--- src/rtl/stream_check_harness.sv ---
// Plays a preloaded stimulus vector into a stream DUT and checks the DUT's
// output stream in order against a preloaded expected vector.
//
// state   | meaning
// --------+--------------------------------------------------------------
// S_IDLE  | no run since reset; waiting for start
// S_DRIVE | presenting stim[0..len-1] one beat per cycle, monitor active
// S_WAIT  | stimulus finished; monitor active, idle timer running
// S_DONE  | run finished; status held until next accepted start or rst

module stream_check_harness #(
    parameter int DATA_W  = 8,
    parameter int DEPTH   = 64,
    parameter int TIMEOUT = 256,
    parameter int AW      = $clog2(DEPTH),
    parameter int LW      = AW + 1
) (
    input  logic              clk,
    input  logic              rst,
    input  logic              cfg_we,
    input  logic              cfg_sel,
    input  logic [AW-1:0]     cfg_addr,
    input  logic [DATA_W-1:0] cfg_wdata,
    input  logic [LW-1:0]     len,
    input  logic              start,
    output logic [DATA_W-1:0] drv_data,
    output logic              drv_valid,
    input  logic [DATA_W-1:0] mon_data,
    input  logic              mon_valid,
    output logic              busy,
    output logic              done,
    output logic              pass,
    output logic [LW-1:0]     err_cnt,
    output logic [AW-1:0]     first_err,
    output logic              timeout,
    output logic              overflow,
    output logic              len_err
);

    localparam int TW = $clog2(TIMEOUT + 1);

    typedef enum logic [1:0] {S_IDLE, S_DRIVE, S_WAIT, S_DONE} state_t;

    state_t            state, state_nxt;
    logic [DATA_W-1:0] stim_mem [DEPTH];
    logic [DATA_W-1:0] exp_mem  [DEPTH];

    logic [LW-1:0]     len_q, len_q_nxt;
    logic [LW-1:0]     tx_idx, tx_nxt;
    logic [LW-1:0]     rx_idx, rx_nxt;
    logic [LW-1:0]     err_cnt_nxt;
    logic [AW-1:0]     first_err_nxt;
    logic [TW-1:0]     idle_cnt, idle_nxt;
    logic [DATA_W-1:0] drv_data_nxt;
    logic              drv_valid_nxt, pass_nxt, timeout_nxt, overflow_nxt, len_err_nxt;

    // Vector memories are frozen while a run is using them.
    always_ff @(posedge clk) begin
        if (cfg_we && !busy) begin
            if (cfg_sel)
                exp_mem[cfg_addr] <= cfg_wdata;
            else
                stim_mem[cfg_addr] <= cfg_wdata;
        end
    end

    assign busy = (state == S_DRIVE) || (state == S_WAIT);
    assign done = (state == S_DONE);

    always_comb begin
        state_nxt     = state;
        len_q_nxt     = len_q;
        tx_nxt        = tx_idx;
        rx_nxt        = rx_idx;
        err_cnt_nxt   = err_cnt;
        first_err_nxt = first_err;
        idle_nxt      = idle_cnt;
        drv_data_nxt  = drv_data;
        drv_valid_nxt = drv_valid;
        pass_nxt      = pass;
        timeout_nxt   = timeout;
        overflow_nxt  = overflow;
        len_err_nxt   = len_err;

        if (busy && mon_valid) begin
            if (rx_idx == len_q) begin
                overflow_nxt = 1'b1;
            end else begin
                if (mon_data != exp_mem[rx_idx[AW-1:0]]) begin
                    err_cnt_nxt = err_cnt + 1'b1;
                    if (err_cnt == '0)
                        first_err_nxt = rx_idx[AW-1:0];
                end
                rx_nxt = rx_idx + 1'b1;
            end
        end

        case (state)
            S_IDLE, S_DONE: begin
                if (start) begin
                    tx_nxt        = '0;
                    rx_nxt        = '0;
                    err_cnt_nxt   = '0;
                    first_err_nxt = '0;
                    idle_nxt      = '0;
                    timeout_nxt   = 1'b0;
                    overflow_nxt  = 1'b0;
                    len_err_nxt   = 1'b0;
                    pass_nxt      = 1'b0;
                    if (len == '0) begin
                        len_q_nxt = '0;
                        pass_nxt  = 1'b1;
                        state_nxt = S_DONE;
                    end else if (len > LW'(DEPTH)) begin
                        len_err_nxt = 1'b1;
                        state_nxt   = S_DONE;
                    end else begin
                        len_q_nxt     = len;
                        tx_nxt        = LW'(1);
                        drv_valid_nxt = 1'b1;
                        drv_data_nxt  = stim_mem[0];
                        state_nxt     = S_DRIVE;
                    end
                end
            end
            S_DRIVE: begin
                idle_nxt = '0;
                if (tx_idx == len_q) begin
                    drv_valid_nxt = 1'b0;
                    drv_data_nxt  = '0;
                    state_nxt     = S_WAIT;
                end else begin
                    drv_data_nxt = stim_mem[tx_idx[AW-1:0]];
                    tx_nxt       = tx_idx + 1'b1;
                end
            end
            S_WAIT: begin
                if (rx_nxt == len_q) begin
                    state_nxt = S_DONE;
                end else if (mon_valid) begin
                    idle_nxt = '0;
                end else if (idle_cnt == TW'(TIMEOUT)) begin
                    timeout_nxt = 1'b1;
                    state_nxt   = S_DONE;
                end else begin
                    idle_nxt = idle_cnt + 1'b1;
                end
                if (state_nxt == S_DONE)
                    pass_nxt = (err_cnt_nxt == '0) && !timeout_nxt && !overflow_nxt
                               && (rx_nxt == len_q);
            end
            default: state_nxt = S_IDLE;
        endcase
    end

    always_ff @(posedge clk) begin
        if (rst) begin
            state     <= S_IDLE;
            len_q     <= '0;
            tx_idx    <= '0;
            rx_idx    <= '0;
            err_cnt   <= '0;
            first_err <= '0;
            idle_cnt  <= '0;
            drv_data  <= '0;
            drv_valid <= 1'b0;
            pass      <= 1'b0;
            timeout   <= 1'b0;
            overflow  <= 1'b0;
            len_err   <= 1'b0;
        end else begin
            state     <= state_nxt;
            len_q     <= len_q_nxt;
            tx_idx    <= tx_nxt;
            rx_idx    <= rx_nxt;
            err_cnt   <= err_cnt_nxt;
            first_err <= first_err_nxt;
            idle_cnt  <= idle_nxt;
            drv_data  <= drv_data_nxt;
            drv_valid <= drv_valid_nxt;
            pass      <= pass_nxt;
            timeout   <= timeout_nxt;
            overflow  <= overflow_nxt;
            len_err   <= len_err_nxt;
        end
    end

endmodule

--- config.mk ---
export PLATFORM = sky130hd
export DESIGN_NAME = stream_check_harness
export DESIGN_NICKNAME = d
export VERILOG_FILES = /design/src/rtl/stream_check_harness.sv
export SDC_FILE = /design/constraint.sdc
export NUM_CORES = 1
export LEC_CHECK = 0
export CORE_ASPECT_RATIO = 1.25
export CORE_UTILIZATION = 45
export CTS_CLUSTER_DIAMETER = 150
export DETAILED_ROUTE_END_ITERATION = 7
export PLACE_DENSITY_LB_ADDON = 0.2
export SYNTH_ARGS = -nofsm -noshare
export SYNTH_HDL_FRONTEND = slang
export SYNTH_SLANG_ARGS = --single-unit
--- constraint.sdc ---
create_clock -name clk -period 8.9 [get_ports clk]
set_input_delay 1.78 -clock clk [delete_from_list [all_inputs] [get_ports clk]]
set_output_delay 1.78 -clock clk [all_outputs]
set_load 0.01 [all_outputs]
# Word level (Yosys, flattened, before mapping)
# Memory sizes are Yosys's and may differ from the RTL's. A register that Yosys moved wholly into a read port is not among the register bits.
# Cells that the tools add are included.
# op_classes
n_reduce_logical	25
eq_ne	18
order_cmp	1
n_mux	71
addsub	4
# ops
op	n
$mux 7	13
$mux 6	9
$mux 9	4
$mux 8	4
$pmux 9 s3	1
$mux 1	26
$add 7x1->7 const B	3
$eq 7x7->1	3
$logic_not 7->1	3
$mux 2	8
$pmux 8 s2	1
$pmux 7 s2	1
$ne 2x2->1 const B	6
$reduce_and 3->1	4
$add 9x1->9 const B	1
$eq 9x9->1 const B	1
$ne 8x8->1	1
$gt 7x7->1 const B	1
$eq 2x2->1 const B	3
$pmux 1 s2	3
$pmux 2 s3	1
$reduce_and 2->1	3
$logic_and 1x1->1	5
$reduce_and 5->1	1
9 further kinds	13
# word_totals
regBits	58
wordCells	134
mem_bits_rw	1024
n_memories	2
input_bits	35
# memory_table
name	depth	word_bits	read_ports	rd_ports_with_merged_regs	wr	line_no	text
exp_mem	64	8	1	1	1	46	logic [DATA_W-1:0] exp_mem [DEPTH];
stim_mem	64	8	2	1	1	45	logic [DATA_W-1:0] stim_mem [DEPTH];

# Logic depth before layout (Yosys ltp)
# Gate-level depths: netlist (run 1).
# depth
ltp_word	13
depth_mapped	17
depth_no_buf	13

# Least setup slack after synthesis (run 1)
# No wires, ideal clock.
# synth_path
path_type	input port to flip-flop
startpoint	input cfg_addr[4]
endpoint	memory stim_mem[19][0] (enable)
setup_slack_ns	5.080
arrival_ns	3.450
path_buffers	3
required_ns	8.530
setup_time_ns	0.370
path_stages	6
path_cell_list	clkbuf_1 or3b_2 clkbuf_1 or3_1 clkbuf_1 nor2_1
# synth_lines
item	line_no	text
from (decl)	22	input logic [AW-1:0] cfg_addr,
to (decl)	45	
# Straight into the memory's write port.

# Worst setup path after layout (run 1)
# layout_path
startpoint	register rx_idx[0]
endpoint	register pass
# layout_via
elab_chain_len	12
word_cells_on_any_way	24
cone_classes	add/sub: 1; eq/ne: 4; mux: 12; reduce/logical: 7
# layout_lines
item	line_no	text
from (decl)	50	logic [LW-1:0] rx_idx, rx_nxt;
from (signal assigned)	175	rx_idx <= rx_nxt;
$add 7x1->7 or $eq 7x7->1 (tied branches)	94, 86	
$mux 7	86	if (rx_idx == len_q) begin
$mux 7	85	if (busy && mon_valid) begin
$eq 7x7->1	138, 150	
$mux 1	138	if (rx_nxt == len_q) begin
$mux 1	98	case (state)
$logic_not 1->1	149	pass_nxt = (err_cnt_nxt == '0) && !timeout_nxt && !overflow_nxt
$logic_and 1x1->1 (2 in series)	149	
$logic_and 1x1->1	150	&& (rx_nxt == len_q);
$mux 1	148	if (state_nxt == S_DONE)
$pmux 1 s2	98	
to (signal assigned)	181	pass <= pass_nxt;
to (decl)	32	output logic pass,
# Parallel ways exist; a longest one is shown, timed or not. The select of a mux whose other input is x is not followed.
# A chain may end at the register's enable or synchronous reset.

==> impl_metrics.toml, run 1 <==
[critical_path]
max_stage_delay_ps = 940
cp_num_buf_inv = 1
path_max_fanout = 75
cpLargestDelayFamily = "compound AO/OA/AOI/OAI gates"
critPathKind = "reg -> reg"
critPathSlowestCell = "dfxtp_4"
crit_path_end_kind = "flop"
critPathLaunchType = "flop"
required_ps = 9480
cp_cell_sequence = "buf_12 > mux4_2 > a22o_1 > a2111oi_2 > o21ai_0 > o31a_1 > or4_4 > o31ai_4 > nand4_4 > and2_4 > mux2_4 > o31ai_2"
cp_data_arrival_time_ps = 5300

[clock_network]
htreeDepth = 3
hold_buffers = 0
cts_tree = "built"
clock_sinks = 1088
path_clk_slew_ps = 60
cts-root-buf = "clkbuf_16"
cts_setup_buffers = 0
clock_latency_ps = 680
numCtsBuffers = 107
cts_resized = 0
ctsLongestPathBuffers = 3

[route]
wl_per_cell_um = 28.1
viasPerCell = 5.85
drt-total-wl_um = 102000
num_vias = 21200
first_pass_iters = 5
drc_errors = 0
final_antenna_net_count = 0
drt_iter0_drc = 1731

[timing]
worst_pin_slew_ps = 1090
fin_crit_ps = 4720
fin_tns_setup_ps = 0
finalCritPeriodShare = 0.530
rsz0062_at_grt = "no"
max_freq_mhz = 212
hold_viol_final = 0
setup_violations = 0
skew_ps = 23.9
hold_ws_ps = 488
slew_headroom = 0.275
drv_slew = 0

[die]
die_h_um = 348
io_pins = 63
core_sq_um = 94700
dieArea_sq_um = 97100
die_w_um = 279
start_util = 0.455
rows = 126

[synth]
syn_nets = 2232
synth_edf_count = 1024
yosys_warnings = 0
synth_area_sq_um = 43100
synth_cell_types = 73
synth_ff_type = "edfxtp_1"
synth.avg_cell_area_sq_um = 19.7
synthArstFlopShare = 0
yosysSeqAreaShare = 0.743
ys_seq_elements = 1088
netlist_instances = 2188

[pwr]
switching_share = 0.241
power_density_nw_per_um2 = 243
power.internal_mw = 8.93
peakVddDrop_v = 0.000191
comb_power_share = 0.130
switchingPower_mw = 2.83
clockPowerShare = 0.380
power_frac_seq = 0.491
p_leak_nw = 14.5

[layout]
finish.utilization = 0.511
num_antenna_cells = 0
final_common_cell = "edfxtp_1"
nFillCells = 7501
area_growth_pct = 12.3
drive_gt1_frac = 0.211
layout.nets = 2298
mostFrequentLayoutCells = "edfxtp_1, mux4_2, nor2_1, clkbuf_16, mux2i_1"

[global_routing]
antenna_found_initial = 6
grt_first_pass_wirelength_um = 150000
grt.met1_usage = 0.280
overflow = 0
grt_pass1_vias = 21900
grt_busiest_layer = "met2"
track_usage = 0.212
use_met2 = 0.365
grt_max_degree = 90
grt.met3_usage = 0.0314

[worst_hold_path]
hold_path_class = "reg -> reg"

[run]
maxCapViolCount = 0

[placement]
io_buffers = 62
place_hpwl_um = 63100
place_congestion = 0.825

[status]
status = "finished clean"
-- worst register-to-register path, delay by kind of cell, from the launching register on --
family,cells,cell delay [ps]
DFF,1,940
muxes,2,970
and+or+nand+nor,3,940
buffers and inverters,1,620
AOI/OAI and AO/OA,6,1170
-- kinds of logic (layout without fill, tap and decap cells) --
| kind of cell | count (synthesis) | in the layout | synth area share |
|---|---|---|---|
| adder cells (fa/ha/maj) | 9 | 9 | 0.00261 |
| AND/OR/NAND/NOR | 386 | 386 | 0.0433 |
| AO/OA/AOI/OAI | 154 | 154 | 0.0245 |
| buffers and inverters | 146 | 301 | 0.0155 |
| XOR/XNOR | 55 | 55 | 0.0115 |
| multiplexers | 350 | 350 | 0.160 |
| flip-flops | 1088 | 1088 | 0.743 |
-- state kept, by name (all words and copies together) (netlist names), 2 cells and up, named ones only --
| register | cells |
|---|---|
| stim_mem | 512 |
| state | 2 |
| first_err | 6 |
| err_cnt | 7 |
| exp_mem | 512 |
| tx_idx | 7 |
| rx_idx | 7 |
| len_q | 7 |
| idle_cnt | 9 |
| drv_data | 8 |
-- cell type report --
cell class,count,area (sq um),share of cell area
repair buffers,91,831,0.0172
well taps,1280,1600,0.0331
clock buffers,132,2890,0.0596
clock inverters,66,582,0.0120
flip-flops and latches,1088,32100,0.662
multi-input cells,954,10400,0.215
inverters,12,45.0,0.000930
-- cell usage after synthesis, types with 9 or more instances --
cell type / number / area share
nand2b_1: 29 / 0.0042
nor3_1: 12 / 0.0014
and3_1: 9 / 0.0013
or3_1: 12 / 0.0017
dfxtp_1: 64 / 0.030
mux2i_1: 77 / 0.018
nor2_1: 191 / 0.017
a21oi_1: 52 / 0.0060
xor2_1: 31 / 0.0063
xnor2_1: 23 / 0.0047
ha_1: 9 / 0.0026
o21ai_0: 11 / 0.0013
inv_1: 11 / 0.00096
nor4_1: 10 / 0.0015
nand4_1: 9 / 0.0013
clkbuf_1: 83 / 0.0072
a211oi_1: 9 / 0.0016
o22ai_1: 16 / 0.0023
nor2b_1: 13 / 0.0019
nand2_1: 38 / 0.0033
mux4_2: 270 / 0.14
buf_1: 18 / 0.0016
nand3b_1: 12 / 0.0021
buf_2: 18 / 0.0021
nand3_1: 25 / 0.0029
edfxtp_1: 1024 / 0.71
a22oi_1: 19 / 0.0033
-- path summary, 6_finish.rpt --
path	startpoint	end	slack, ps	depth (start not counted)
hold reg to reg	idle_cnt[8]	idle_cnt[8]	490	2
hold / removal	idle_cnt[8]	idle_cnt[8]	490	2
setup / recovery	rx_idx[0]	pass	4180	12
setup reg to reg	rx_idx[0]	pass	4180	12
-- routing by layer --
layer  vias to the layer above  part of all wire
li1                       9043                 -
met1                     11300              0.41
met2                       693              0.52
met3                       170             0.052
met4                        10             0.025
met5                         -           0.00061
-- per-stage QoR --
step / worst slack (ps) / instance area, sq um / total power [mW] / instances
3_3_place_gp: 3980 / 44900 / 7.41 / 3425
5_1_grt: 3900 / 48400 / 12.1 / 3623
6_report: 4180 / 48400 / 11.8 / 3623
3_5_place_dp: 3800 / 44900 / 7.43 / 3425
4_1_cts: 4060 / 48400 / 11.9 / 3623
2_1_floorplan: 5080 / 43100 / 6.92 / 2188
-- power by group through the flow --
| stage | registers [mW] | logic (mW) | clock network [mW] |
|---|---|---|---|
| after floorplan | 5.79 | 1.13 | 0 |
| final | 5.77 | 1.52 | 4.46 |
| after CTS | 5.77 | 1.55 | 4.53 |
| after detailed placement | 5.88 | 1.55 | 0 |
| after global placement | 5.88 | 1.53 | 0 |
| after global routing | 5.78 | 1.62 | 4.72 |
(Power assumes the default switching activity.)
==> run 2, diff against run 1 <==
Clock period 8.9 ns to 4.2 ns, I/O delays scaled along.
==> run 2 against run 1 <==
Effect of this change: final area grew 3.1%; setup slack lost 3900 ps; worst hold slack gained 14 ps; die area is the same; critical path type unchanged.
==> impl_metrics.toml, run 2 (synthesis gave the netlist of run 1 again) <==
[route]
drc_errors = 0
viasPerCell = 5.72
num_vias = 21700
wl_per_cell_um = 27.1
drt_iter0_drc = 1992
final_antenna_net_count = 0
drt-total-wl_um = 103000
first_pass_iters = 7

[critical_path]
r2r_slack_ps = 230
rr_worst_depth = 12
crit_path_end_kind = "flop"
critPathLaunchType = "flop"
critPathKind = "reg -> reg"
required_ps = 4770
path_max_fanout = 16
r2r_start = "rx_idx[0]"
regToRegEndpoint = "pass"
cp_data_arrival_time_ps = 4540

[timing]
hold_viol_final = 0
drv_slew = 0
fin_crit_ps = 3970
worst_pin_slew_ps = 1250
rsz0062_at_grt = "no"
hold_ws_ps = 503
max_freq_mhz = 252
fin_tns_setup_ps = 0
finalCritPeriodShare = 0.944
slew_headroom = 0.170
skew_ps = 19.8
setup_violations = 0

[clock_network]
ctsLongestPathBuffers = 3
clock_latency_ps = 660
cts_tree = "built"
cts_resized = 0
hold_buffers = 0
cts-root-buf = "clkbuf_16"
numCtsBuffers = 107
htreeDepth = 3
clock_sinks = 1088
cts_setup_buffers = 0
path_clk_slew_ps = 60

[global_routing]
grt_max_degree = 103
overflow = 0
grt_pass1_vias = 22500
antenna_found_initial = 3
track_usage = 0.216
grt_first_pass_wirelength_um = 153000

[worst_hold_path]
min_from = "timeout"
min_to = "timeout"
hold_depth = 2
hold_path_class = "reg -> reg"

[die]
die_h_um = 348
die_w_um = 279
rows = 126
core_sq_um = 94700
start_util = 0.455
io_pins = 63
dieArea_sq_um = 97100

[pwr]
power_density_nw_per_um2 = 504
comb_power_share = 0.139
switching_share = 0.237
power_frac_seq = 0.481
peakVddDrop_v = 0.000389
switchingPower_mw = 5.96
p_leak_nw = 15.5
clockPowerShare = 0.380
power.internal_mw = 19.2
power.total_mw = 25.2

[layout]
reg_top3 = "exp_mem (512), stim_mem (512), idle_cnt (9)"
area_growth_pct = 15.7
drive_gt1_frac = 0.264
layout.nets = 2473
mostFrequentLayoutCells = "edfxtp_1, mux4_2, buf_4, nor2_1, clkbuf_16"
num_antenna_cells = 0
nFillCells = 7409
final_common_cell = "edfxtp_1"

[status]
status = "finished clean"

[placement]
place_hpwl_um = 66700
place_congestion = 0.872
io_buffers = 62

[run]
maxCapViolCount = 0
-- run 2: changes by cell type in the layout (fill, tap and decap cells not counted), moves of 2 or more --
cell,delta
clkinv_1,+5
clkbuf_8,-3
clkinvlp_4,-2
clkinv_2,-2
buf_4,+164
buf_12,+11
bufinv_16,+4
-- run 2: critical path: stages (launching register included) --
cell and delay, ps:
dfxtp_4 560, buf_12 230, buf_4 250, mux4_2 540
mux4_2 490, a21o_1 200, a22o_1 200, xor2_1 140
nor2_1 240, nand4_4 260, and2_4 230, mux2_4 300
o31ai_2 200
-- run 2: worst max-delay path by stage --
stage | slack (ps) | to | start | cells past startpoint
floorplan | 910 | pass | rx_idx[0] | 15
global placement | 270 | pass | rx_idx[0] | 11
detailed placement | 190 | pass | rx_idx[0] | 12
CTS | 180 | pass | rx_idx[0] | 12
global route | 90 | first_err[1] | rx_idx[0] | 12
finish | 230 | pass | rx_idx[0] | 12
-- run 2: layout make-up --
type	count	area [sq um]	area share
multi-input cells	954	10400	0.209
inverters	12	45.0	0.000903
clock inverters	71	677	0.0136
well taps	1280	1600	0.0321
repair buffers	266	2280	0.0457
flip-flops and latches	1088	32100	0.642
clock buffers	129	2820	0.0566
-- run 2: per-stage QoR --
| step | setup WS, ps | cell area [sq um] | std cells | util |
|---|---|---|---|---|
| CTS | 185 | 49900 | 3800 | 0.527 |
| global placement | 273 | 46400 | 3600 | 0.490 |
| global route | 85.1 | 49900 | 3800 | 0.527 |
| detailed placement | 185 | 46400 | 3600 | 0.490 |
| finish | 234 | 49900 | 3800 | 0.527 |
| floorplan | 915 | 43100 | 2188 | - |
-- run 2: layer usage --
| layer | vias to the layer above | part of all wire | global-route usage |
|---|---|---|---|
| met3 | 148 | 0.055 | 0.0341 |
| met4 | 4 | 0.023 | 0.0581 |
| li1 | 9388 | - | - |
| met1 | 11500 | 0.40 | 0.283 |
| met2 | 699 | 0.52 | 0.374 |
| met5 | - | 0.00025 | 0 |
-- run 2: power groups by stage --
stage                     Sequential, mW  Combinational [mW]  Clock (mW)
after global placement              12.3                3.53           0
after global routing                12.1                3.76        10.1
after floorplan                     12.3                2.39           0
after CTS                           12.1                3.57        9.72
final                               12.1                3.49        9.55
after detailed placement            12.3                3.55           0
